### src/rtl/t_ff_toggle_arbiter.sv
// Round-robin arbiter sharing one T flip-flop among NREQ toggle requesters,
// with a programmable idle gap after every toggle and Q kept internally.
module t_ff_toggle_arbiter #(
    parameter int unsigned NREQ  = 4,
    parameter int unsigned GAP_W = 4
) (
    input  logic             CLK,
    input  logic             Reset,
    input  logic [NREQ-1:0]  req,
    input  logic [GAP_W-1:0] gap,
    output logic             T,
    output logic             Q,
    output logic [NREQ-1:0]  grant,
    output logic [NREQ-1:0]  ack,
    output logic [NREQ-1:0]  pending,
    output logic             busy
);

    localparam int unsigned PTR_W = (NREQ > 1) ? $clog2(NREQ) : 1;

    typedef enum logic [1:0] {
        IDLE  = 2'd0,
        GRANT = 2'd1,
        GAP   = 2'd2
    } state_t;

    state_t             state;
    state_t             state_nxt;
    logic [PTR_W-1:0]   ptr;
    logic [PTR_W-1:0]   ptr_inc;
    logic [PTR_W-1:0]   winner;
    logic [PTR_W-1:0]   winner_nxt;
    logic [PTR_W-1:0]   rr_sel;
    logic               rr_found;
    logic [GAP_W-1:0]   gap_cnt;

    // Round-robin search of pending starting at ptr, wrapping modulo NREQ
    always_comb begin
        int unsigned idx;
        rr_found = 1'b0;
        rr_sel   = '0;
        idx      = 0;
        for (int unsigned i = 0; i < NREQ; i++) begin
            idx = (32'(ptr) + i) % NREQ;
            if (!rr_found && pending[PTR_W'(idx)]) begin
                rr_found = 1'b1;
                rr_sel   = PTR_W'(idx);
            end
        end
    end

    assign ptr_inc = (winner == PTR_W'(NREQ - 1)) ? '0 : winner + PTR_W'(1);

    always_ff @(posedge CLK or posedge Reset) begin
        if (Reset) begin
            state <= IDLE;
        end else begin
            state <= state_nxt;
        end
    end

    always_comb begin
        state_nxt  = state;
        winner_nxt = winner;
        case (state)
            IDLE: begin
                if (pending != '0) begin
                    state_nxt  = GRANT;
                    winner_nxt = rr_sel;
                end
            end
            GRANT: begin
                state_nxt = (gap != '0) ? GAP : IDLE;
            end
            GAP: begin
                if (gap_cnt == GAP_W'(1)) begin
                    state_nxt = IDLE;
                end
            end
            default: state_nxt = IDLE;
        endcase
    end

    // Datapath; T/grant/busy are registered from the next-state decode
    always_ff @(posedge CLK or posedge Reset) begin
        if (Reset) begin
            pending <= '0;
            ptr     <= '0;
            winner  <= '0;
            gap_cnt <= '0;
            Q       <= 1'b0;
            T       <= 1'b0;
            grant   <= '0;
            busy    <= 1'b0;
        end else begin
            pending <= (pending & ~grant) | req;
            winner  <= winner_nxt;
            T       <= (state_nxt == GRANT);
            grant   <= (state_nxt == GRANT) ? (NREQ'(1) << winner_nxt) : '0;
            busy    <= (state_nxt != IDLE);
            if (state == GRANT) begin
                Q       <= ~Q;
                ptr     <= ptr_inc;
                gap_cnt <= gap;
            end else if (state == GAP) begin
                gap_cnt <= gap_cnt - GAP_W'(1);
            end
        end
    end

    assign ack = grant;

endmodule

### config.mk
export PLATFORM = sky130hd
export DESIGN_NAME = t_ff_toggle_arbiter
export DESIGN_NICKNAME = d
export VERILOG_FILES = /design/src/rtl/t_ff_toggle_arbiter.sv
export SDC_FILE = /design/constraint.sdc
export NUM_CORES = 1
export LEC_CHECK = 0
export ABC_CLOCK_PERIOD_IN_PS = 2350
export BUFFER_PORTS_ARGS = -buffer_cell sky130_fd_sc_hd__clkbuf_2
export CAP_MARGIN = 30
export CORE_UTILIZATION = 25
export DETAILED_ROUTE_END_ITERATION = 16
export GPL_TIMING_DRIVEN = 0
export PLACE_DENSITY_LB_ADDON = 0.25
export SLEW_MARGIN = 20
export SYNTH_ARGS = -nofsm -noshare
export SYNTH_HDL_FRONTEND = slang
export SYNTH_SLANG_ARGS = --single-unit
### constraint.sdc
create_clock -name CLK -period 2.35 [get_ports CLK]
set_clock_uncertainty 0.15 [all_clocks]
set_input_delay 0.235 -clock CLK [delete_from_list [all_inputs] [get_ports CLK]]
set_output_delay 0.235 -clock CLK [all_outputs]
set_load 0.005 [all_outputs]
==> summary.txt, run 1 <==
Worst setup path
  – R2R setup slack: 0.21 ns
  – Worst r2r src: state[1]$_DFF_PP0_
  – Cell Chain, Critical Path: inv_1, ha_1, o41ai_1, o221ai_1, or4_4, a221oi_1
  – Largest stage delay on the critical path: 0.49 ns
  – Buffers & Inverters on Critical Path: 1
  – Critical path depth: 6
  – R2R depth: 6
  – Worst-path fanout max: 6
  – Startpoint types: flop
  – Critical path arrival: around 2.1 ns
  – Worst Path Required: approximately 2.4 ns
  – Worst R2R End: ack[3]$_DFF_PP0_
  – CP top delay family: compound AO/OA/AOI/OAI gates
  – CP Class: reg -> reg
  – Worst path slowest cell: or4_4
  – Critical Path Sink Type: flop

Timing
  – Relative slew margins: 0.458
  – Setup ws final: 0.208 ns
  – RSZ-0062 raised after global routing: no
  – Worst-margin pin slew: 0.812 ns
  – Min cycle time layout: 2.14 ns
  – Final setup fails: 0
  – Final period utilization: 0.912
  – Fin. Hold Viols: 0
  – Setup_tns: 0 ns
  – Min Hold Slack: 0.0209 ns
  – Fmax: 0.467 GHz
  – Pins Over Slew Limit: 0

Die
  – Row cnt: 23
  – Die W: 67.1 microns
  – IO Count: 25
  – Die height: 67.1 microns
  – Initial Util: 0.263
  – DIE AREA: 4500 sq um
  – Core area: approximately 4000 sq um

CTS
  – Post-CTS Setup Inserts: 0
  – Total CTS buffers: 3
  – H-tree Lvls: 1
  – Clock Pin Slew Worst Setup and Hold Paths: 0.08 ns
  – CTS Buffer Depth: 2
  – Clk sink count: 21
  – Worst-skew pair later-pin latency: 0.26 ns
  – CTS root buffer: clkbuf_8
  – CTS tree: yes

Logic synthesis
  – Post-Syn Area: between 1000 and 1500 sq um
  – Post-Synth Simple-Gate Area: 0.138
  – Adder-cell share of the synthesized area: 0.0827
  – Avg Inst Size Synth: 10.5 sq um
  – Mux contribution to synthesized area: 0.0106
  – Compound-gate portion of the synthesized area: 0.193
  – Post-synthesis xor/xnor area fraction: 0.00827
  – Fraction of registers with async set/reset: 1.00
  – Synth Flop Type: dfrtp_1
  – Syn nets: 118
  – Largest family of logic cells by synthesized area: compound AO/OA/AOI/OAI gates
  – Ys Warns: 0
  – Library cells used by synthesis: 33
  – Post-synth EDFFs: 0
  – Seq/Total Area, Yosys: 0.496
  – Post-Syn Instances: 101
  – Yosys reg bits: 21

Drt
  – Routed len/inst: roughly 12 microns
  – TritonRoute pass-1 iters: 4
  – Antenna Nets Post-Route: 0
  – Post-DR vias/cell: 4.64
  – Drt total wl: 2190 microns
  – # DRC: 0
  – Vias post-DR: roughly 840
  – 1st-iter DRT viols: 33

GRT
  – Largest net degree at the start of global routing: 22
  – GRT Overall Usage: 0.111
  – Initial antenna violation count: 0
  – First-pass GRT wire length: 3700 microns
  – Vias in the first global route: 820
  – Grt total ovfl: 0

Layout
  – Layout cells sized above 1: 0.280
  – Final Instance Area: around 1300 sq um
  – Commonest cells after routing, fill and taps aside: clkbuf_2 (24), dfrtp_1 (21), inv_1 (11), nand2_1 (11)
  – Leading cell type in the layout, fill and taps excluded: clkbuf_2
  – Nets: 150
  – Area Overhead vs Synth: 24.5%
  – Inserted Diodes: 0
  – Fin util: 0.327
  – Non-Filler Instances: 182

Placement
  – Setup WS pre-CTS: 0.210 ns
  – DP Area: 1240 sq um
  – RePlAce Congestion: 0.798
  – # placed instances: around 180
  – DP HPWL: approximately 1600 microns
  – Port-buffer cells: 24

Power and ir drop
  – Pleak: 0.661 nW
  – Final Power: 1.74 mW
  – Maximum VDD drop: 0.000567 V
  – PwrDens: about 1300 nW/um^2

Run
  – MaxCap Viol Count: 0

Worst hold path
  – HP Class: in -> reg
  – HP Start: req[1]
  – Hold Crit Endpoint: pending[1]$_DFF_PP0_
  – Worst hold stages: 2

Run status
  – Status: complete, no violations
-- cell families after synthesis --
kind of cell | Yosys count
compound gates | 29
xor+xnor | 1
fa+ha+maj | 7
buf+inv | 16
flops | 21
mux | 1
simple gates | 26
-- cell usage after synthesis, types with 2 or more instances --
library cell / number / area, sq um
dfrtp_1: 21 / 526
inv_1: 11 / 41.3
nand2_1: 11 / 41.3
ha_1: 7 / 87.6
o21ai_0: 7 / 35.0
a22o_1: 5 / 43.8
a21oi_1: 4 / 20.0
buf_4: 4 / 30.0
nor2_1: 3 / 11.3
a21o_1: 2 / 15.0
nor3_1: 2 / 10.0
nor3b_1: 2 / 15.0
o21bai_1: 2 / 15.0
-- how the worst max path moves through the flow --
stage | slack, ns | start | to
2_1_floorplan | 0.54 | state[1]$_DFF_PP0_ | ack[0]$_DFF_PP0_
3_3_place_gp | 0.25 | state[1]$_DFF_PP0_ | ack[3]$_DFF_PP0_
3_5_place_dp | 0.21 | state[1]$_DFF_PP0_ | ack[3]$_DFF_PP0_
4_1_cts | 0.19 | state[1]$_DFF_PP0_ | ack[3]$_DFF_PP0_
5_1_grt | 0.07 | state[1]$_DFF_PP0_ | ack[3]$_DFF_PP0_
6_report | 0.21 | state[1]$_DFF_PP0_ | ack[3]$_DFF_PP0_
-- power by group --
part           switching [mW]  internal (mW)
combinational           0.425          0.414
clock                   0.121          0.118
sequential              0.138          0.521
total                   0.683           1.05
-- state kept, by name (all words and copies together) (netlist names) --
register / count
Q: 1
T: 1
ack: 4
busy: 1
gap_cnt: 4
pending: 4
ptr: 2
state: 2
winner: 2
-- per-layer routing --
| metal | up-vias | routed length [microns] | track usage |
|---|---|---|---|
| li1 | 416 | - | - |
| met1 | 395 | 966 | 0.129 |
| met2 | 31 | 1080 | 0.193 |
| met3 | 2 | 137 | 0.0411 |
| met4 | 0 | 8 | 0.0239 |
| met5 | - | 0 | 0 |
-- final cells by class --
class                   count  area (sq um)
flip-flops and latches     21           526
multi-input cells          64           458
inverters                  11          41.3
well taps                  50          62.6
clock buffers               3          41.3
clock inverters             1          5.00
plain buffers               5          33.8
repair buffers             27           150
fillers                   431          2710
-- what timing repair did --
| item | 4_1_cts | 5_1_grt |
|---|---|---|
| gates resized for setup | 0 | 0 |
| endpoints found under the hold margin | 23 | 0 |
| hold buffers | 3 | 0 |
Note: power is estimated with default switching activity, not from simulation.
==> run 2, diff against run 1 <==
ABC_CLOCK_PERIOD_IN_PS = 2500   (was 2350)
REMOVE_ABC_BUFFERS = 1   (was not set)
clock period = 2.5 ns   (was 2.35 ns; I/O delays follow)
==> run 2 against run 1 <==
First-iteration DRC count fell by 9.1%. Worst setup slack improved by 0.049 ns. Sequential share of layout area up 1.2 points. Power down 8.3%. Final cell count fell by 3.3%. Largest cell class unchanged. Largest power group unchanged. Highest routed layer unchanged.
==> summary.txt, run 2 (synthesis results as in run 1) <==
Run status
  – Status: complete, no violations (unchanged)

Power and ir drop
  – Flop pwr share: 0.392 (was 0.379)
  – Sw Ratio: 0.394 (about the same)
  – Pleak: 0.637 nW (was 0.661 nW)
  – P_sw: 0.628 mW (was 0.683 mW)
  – Internal power: 0.964 mW (was 1.05 mW)
  – Final Power: 1.59 mW (was 1.74 mW)
  – Combinational share of power: 0.471 (was 0.483)
  – PwrDens: 1240 nW/um^2 (was 1320 nW/um^2)
  – Clock power share: 0.137 (was 0.138)
  – Maximum VDD drop: 0.000391 V (was 0.000567 V)

Timing
  – Min cycle time layout: 2.24 ns (was 2.14 ns)
  – Pins Over Slew Limit: 0 (unchanged)
  – Final period utilization: 0.897 (was 0.912)
  – RSZ-0062 raised after global routing: no (unchanged)
  – Setup_tns: 0 ns (unchanged)
  – Final setup fails: 0 (unchanged)
  – Min Hold Slack: 0.0194 ns (was 0.0209 ns)
  – Worst-margin pin slew: 0.514 ns (was 0.812 ns)
  – Setup ws final: 0.257 ns (was 0.208 ns)
  – Fin. Hold Viols: 0 (unchanged)
  – Relative slew margins: 0.657 (was 0.458)
  – Fmax: 0.446 GHz (was 0.467 GHz)

Placement
  – # placed instances: 170 (was 175)
  – DP HPWL: 1600 microns (about the same)
  – Port-buffer cells: 24 (unchanged)
  – RePlAce Congestion: 0.790 (was 0.798)
  – Setup WS pre-CTS: 0.255 ns (was 0.210 ns)
  – DP Area: 1210 sq um (was 1240 sq um)

Worst setup path
  – Worst r2r src: state[1]$_DFF_PP0_ (unchanged)
  – Worst path slowest cell: or4_4 (unchanged)
  – Crit path from: state[1]$_DFF_PP0_ (unchanged)
  – Critical path destination: ack[3]$_DFF_PP0_ (unchanged)
  – R2R depth: 6 (unchanged)
  – Critical path arrival: 2.24 ns (was 2.14 ns)
  – Worst R2R End: ack[3]$_DFF_PP0_ (unchanged)
  – Worst-path fanout max: 15 (was 6)
  – Worst Path Required: 2.49 ns (was 2.35 ns)
  – Critical path depth: 6 (unchanged)
  – Critical Path Sink Type: flop (unchanged)
  – Startpoint types: flop (unchanged)
  – R2R setup slack: 0.26 ns (was 0.21 ns)
  – CP Class: reg -> reg (unchanged)
  – Cell Chain, Critical Path: inv_1, ha_1, o41ai_1, o221ai_1, or4_4, a221oi_1 (unchanged)
  – Largest stage delay on the critical path: 0.49 ns (about the same)
  – CP top delay family: compound AO/OA/AOI/OAI gates (unchanged)
  – Buffers & Inverters on Critical Path: 1 (unchanged)

Layout
  – Layout cells sized above 1: 0.270 (was 0.280)
  – Inserted Diodes: 0 (unchanged)
  – Leading cell type in the layout, fill and taps excluded: clkbuf_2 (unchanged)
  – Nets: 144 (was 150)
  – Fillers: 436 (was 431)
  – Area Overhead vs Synth: 20.8% (was 24.5%)
  – Final Instance Area: 1280 sq um (was 1320 sq um)
  – Non-Filler Instances: 176 (was 182)
  – Fin util: 0.317 (was 0.327)
  – Commonest cells after routing, fill and taps aside: clkbuf_2 (24), dfrtp_1 (21), inv_1 (11), nand2_1 (11) (unchanged)

CTS
  – CTS Hold Bufs: 0 (was 3)
  – Clk sink count: 21 (unchanged)
  – Resize count post-CTS: 0 (unchanged)
  – Worst-skew pair later-pin latency: 0.26 ns (about the same)
  – H-tree Lvls: 1 (unchanged)
  – CTS tree: yes (unchanged)
  – Post-CTS Setup Inserts: 0 (unchanged)
  – Total CTS buffers: 3 (unchanged)
  – CTS root buffer: clkbuf_8 (unchanged)
  – Clock Pin Slew Worst Setup and Hold Paths: 0.07 ns (was 0.08 ns)
  – CTS Buffer Depth: 2 (unchanged)

GRT
  – Initial antenna violation count: 0 (unchanged)
  – Vias in the first global route: 800 (was 820)
  – GRT Overall Usage: 0.108 (was 0.111)
  – Largest net degree at the start of global routing: 22 (unchanged)
  – First-pass GRT wire length: 3490 microns (was 3700 microns)
  – Grt total ovfl: 0 (unchanged)

Die
  – Die W: 67.1 microns (unchanged)
  – Core area: 4030 sq um (unchanged)
  – DIE AREA: 4500 sq um (unchanged)
  – IO Count: 25 (unchanged)
  – Die height: 67.1 microns (unchanged)
  – Initial Util: 0.263 (unchanged)
  – Row cnt: 23 (unchanged)

Drt
  – Antenna Nets Post-Route: 0 (unchanged)
  – Post-DR vias/cell: 4.80 (was 4.64)
  – Drt total wl: 2120 microns (was 2190 microns)
  – 1st-iter DRT viols: 30 (was 33)
  – TritonRoute pass-1 iters: 4 (unchanged)
  – Routed len/inst: 12.0 microns (about the same)
  – # DRC: 0 (unchanged)
  – Vias post-DR: 844 (unchanged)

Run
  – MaxCap Viol Count: 0 (unchanged)

Worst hold path
  – HP Class: in -> reg (unchanged)
## run 2: changes by cell type in the layout (fill, tap and decap cells not counted), sizes merged
cell         delta
buf             -3
dlygate4sd3     -2
clkbuf          -1
## run 2: power by group through the flow
stage / Combinational, mW / Clock [mW] / Sequential, mW
3_3_place_gp: 0.738 / 0 / 0.619
6_report: 0.751 / 0.218 / 0.624
2_1_floorplan: 0.539 / 0 / 0.607
4_1_cts: 0.761 / 0.233 / 0.623
5_1_grt: 0.868 / 0.254 / 0.645
3_5_place_dp: 0.756 / 0 / 0.630
## run 2: worst min-delay path by stage
stage	start	to	slack (ns)	cells after the start
global route	req[0]	pending[0]$_DFF_PP0_	0.01	2
global placement	req[0]	pending[0]$_DFF_PP0_	0.28	2
finish	req[2]	pending[2]$_DFF_PP0_	0.02	2
detailed placement	req[2]	pending[2]$_DFF_PP0_	0.28	2
CTS	Reset	winner[1]$_DFF_PP0_	0.009	2
floorplan	Reset	Q$_DFFE_PP0P_	0.08	1
## run 2: final cells by class
type,instances,area [sq um],share of cell area
Inverter,11,41.3,0.0323
Sequential cell,21,526,0.411
Clock buffer,3,41.3,0.0323
Timing Repair Buffer,26,145,0.114
Multi-Input combinational cell,64,458,0.358
Tap cell,50,62.6,0.0489
Clock inverter,1,5.00,0.00391
## run 2: routing by layer
layer / part of all wire / global-route usage
met1: 0.45 / 0.116
met2: 0.48 / 0.188
met3: 0.057 / 0.0411
met4: 0.015 / 0.0426
met5: 0 / 0
==> run 3, diff against run 2 <==
--- a/config.mk
+++ b/config.mk
@@ -7,3 +7,3 @@
 export LEC_CHECK = 0
-export ABC_CLOCK_PERIOD_IN_PS = 2500
+export ABC_CLOCK_PERIOD_IN_PS = 2590
 export BUFFER_PORTS_ARGS = -buffer_cell sky130_fd_sc_hd__clkbuf_2
==> constraint.sdc (replaced) <==
create_clock -name CLK -period 2.59 [get_ports CLK]
set_clock_uncertainty 0.15 [all_clocks]
set_input_delay 0.1295 -clock CLK [delete_from_list [all_inputs] [get_ports CLK]]
set_output_delay 0.1295 -clock CLK [all_outputs]
set_load 0.005 [all_outputs]
==> run 3 against run 2 <==
Sequential power is 3.5% lower. Final cell count up 2.8%. Via count grew 1.7%. Clock-buffer cell count unchanged. Non-clock buffer count is 5 higher. Utilization up 1.2 points. Hold slack improved by 0.037 ns. Cell area is 3.9% higher. Worst setup slack improved by 0.090 ns. Register-to-register slack better by 0.09 ns. Largest power group unchanged. Highest routed layer unchanged.
==> summary.txt, run 3 (synthesis results as in run 1) <==
Run status
  – Status: complete, no violations (unchanged)

Placement
  – DP HPWL: 1600 microns (unchanged)
  – # placed instances: 170 (unchanged)
  – RePlAce Congestion: 0.790 (unchanged)
  – Port-buffer cells: 24 (unchanged)
  – Setup WS pre-CTS: 0.345 ns (was 0.255 ns)
  – DP Area: 1210 sq um (unchanged)

CTS
  – H-tree Lvls: 1 (unchanged)
  – Total CTS buffers: 3 (unchanged)
  – Clock Pin Slew Worst Setup and Hold Paths: 0.07 ns (about the same)
  – Resize count post-CTS: 0 (unchanged)
  – CTS Buffer Depth: 2 (unchanged)
  – CTS root buffer: clkbuf_8 (unchanged)
  – CTS tree: yes (unchanged)
  – Worst-skew pair later-pin latency: 0.26 ns (about the same)
  – Clk sink count: 21 (unchanged)

GRT
  – Largest net degree at the start of global routing: 22 (unchanged)
  – Vias in the first global route: 828 (was 800)
  – GRT Overall Usage: 0.109 (was 0.108)
  – Initial antenna violation count: 0 (unchanged)
  – Grt total ovfl: 0 (unchanged)
  – First-pass GRT wire length: 3550 microns (was 3490 microns)

Drt
  – # DRC: 0 (unchanged)
  – 1st-iter DRT viols: 30 (unchanged)
  – Routed len/inst: 11.9 microns (was 12.0 microns)
  – Drt total wl: 2150 microns (was 2120 microns)
  – Antenna Nets Post-Route: 0 (unchanged)
  – Post-DR vias/cell: 4.74 (was 4.80)
  – TritonRoute pass-1 iters: 4 (unchanged)
  – Vias post-DR: 858 (was 844)

Timing
  – RSZ-0062 raised after global routing: no (unchanged)
  – Relative slew margins: 0.657 (about the same)
  – Pins Over Slew Limit: 0 (unchanged)
  – Final period utilization: 0.866 (was 0.897)
  – Fmax: 0.446 GHz (about the same)
  – Setup ws final: 0.347 ns (was 0.257 ns)
  – Min cycle time layout: 2.24 ns (about the same)
  – Setup_tns: 0 ns (unchanged)
  – Final setup fails: 0 (unchanged)
  – Fin. Hold Viols: 0 (unchanged)
  – Worst-margin pin slew: 0.514 ns (about the same)

Worst setup path
  – Critical path arrival: 2.24 ns (about the same)
  – CP Class: reg -> reg (unchanged)
  – Worst Path Required: 2.58 ns (was 2.49 ns)
  – Worst-path fanout max: 15 (unchanged)
  – Startpoint types: flop (unchanged)
  – Crit path from: state[1]$_DFF_PP0_ (unchanged)
  – Worst r2r src: state[1]$_DFF_PP0_ (unchanged)
  – Critical Path Sink Type: flop (unchanged)

Die
  – Core area: 4030 sq um (unchanged)
  – Die height: 67.1 microns (unchanged)
  – DIE AREA: 4500 sq um (unchanged)
  – Row cnt: 23 (unchanged)
  – Die W: 67.1 microns (unchanged)
  – IO Count: 25 (unchanged)
  – Initial Util: 0.263 (unchanged)

Power and ir drop
  – Pleak: 0.658 nW (was 0.637 nW)
  – PwrDens: 1160 nW/um^2 (was 1240 nW/um^2)
  – Maximum VDD drop: 0.000383 V (was 0.000391 V)

Layout
  – Fillers: 431 (was 436)
  – Area Overhead vs Synth: 25.5% (was 20.8%)
  – Inserted Diodes: 0 (unchanged)
  – Final Instance Area: 1330 sq um (was 1280 sq um)
  – Leading cell type in the layout, fill and taps excluded: clkbuf_2 (unchanged)
  – Commonest cells after routing, fill and taps aside: clkbuf_2 (24), dfrtp_1 (21), inv_1 (11), nand2_1 (11) (unchanged)
  – Fin util: 0.330 (was 0.317)
  – Nets: 149 (was 144)
  – Non-Filler Instances: 181 (was 176)
  – Layout cells sized above 1: 0.260 (was 0.270)

Worst hold path
  – HP Class: in -> reg (unchanged)
  – HP Start: gap[1] (was req[2])

Run
  – MaxCap Viol Count: 0 (unchanged)
-- run 3: changes by cell type in the layout (fill, tap and decap cells not counted), sizes merged --
cell / delta
dlygate4sd3: +5
-- run 3: per-layer routing --
layer	vias to the layer above	share of wire	GRT usage
met5	-	0	0
met4	0	0.014	0.0426
met3	4	0.054	0.0411
met2	25	0.48	0.191
met1	416	0.45	0.117
li1	413	-	-
-- run 3: cell type report --
class | count | area, sq um | share of cell area
Clock buffer | 3 | 41.3 | 0.0311
Clock inverter | 1 | 5.00 | 0.00377
Inverter | 11 | 41.3 | 0.0311
Multi-Input combinational cell | 64 | 458 | 0.345
Sequential cell | 21 | 526 | 0.395
Tap cell | 50 | 62.6 | 0.0471
Timing Repair Buffer | 31 | 195 | 0.147
-- run 3: power by group --
part	leakage (nW)	total, mW	switching [mW]	internal, mW
Sequential	0.251	0.602	0.129	0.473
Clock	0.0255	0.210	0.103	0.107
Combinational	0.382	0.730	0.375	0.355
-- run 3: path summary, 6_finish.rpt --
path,end,slack (ns),cells past startpoint
max in group asynchronous,busy$_DFF_PP0_,1.67,4
min in group asynchronous,Q$_DFFE_PP0P_,0.21,3
worst max-delay path,ack[3]$_DFF_PP0_,0.35,6
worst min register to register,pending[1]$_DFF_PP0_,0.32,1
worst min-delay path,gap_cnt[1]$_DFFE_PP0P_,0.06,5
worst max register to register,ack[3]$_DFF_PP0_,0.35,6
-- run 3: critical path, stage by stage, from the launching register on --
cell and delay, ns:
dfrtp_1 0.41, inv_1 0.08, ha_1 0.36, o41ai_1 0.15
o221ai_1 0.20, or4_4 0.49, a221oi_1 0.28
-- run 3: what timing repair did --
item | CTS | global route
endpoints found under the hold margin | 26 | 0
endpoints found under the setup margin | 0 | 0
hold buffers | 6 | 0
setup buffers | 0 | 0
-- run 3: through the flow --
step | hold slack, ns | power (mW)
detailed placement | 0.162 | 1.34
global route | 0.0785 | 1.71
CTS | 0.0538 | 1.57
floorplan | -0.0440 | 1.11
global placement | 0.161 | 1.31
finish | 0.0562 | 1.54
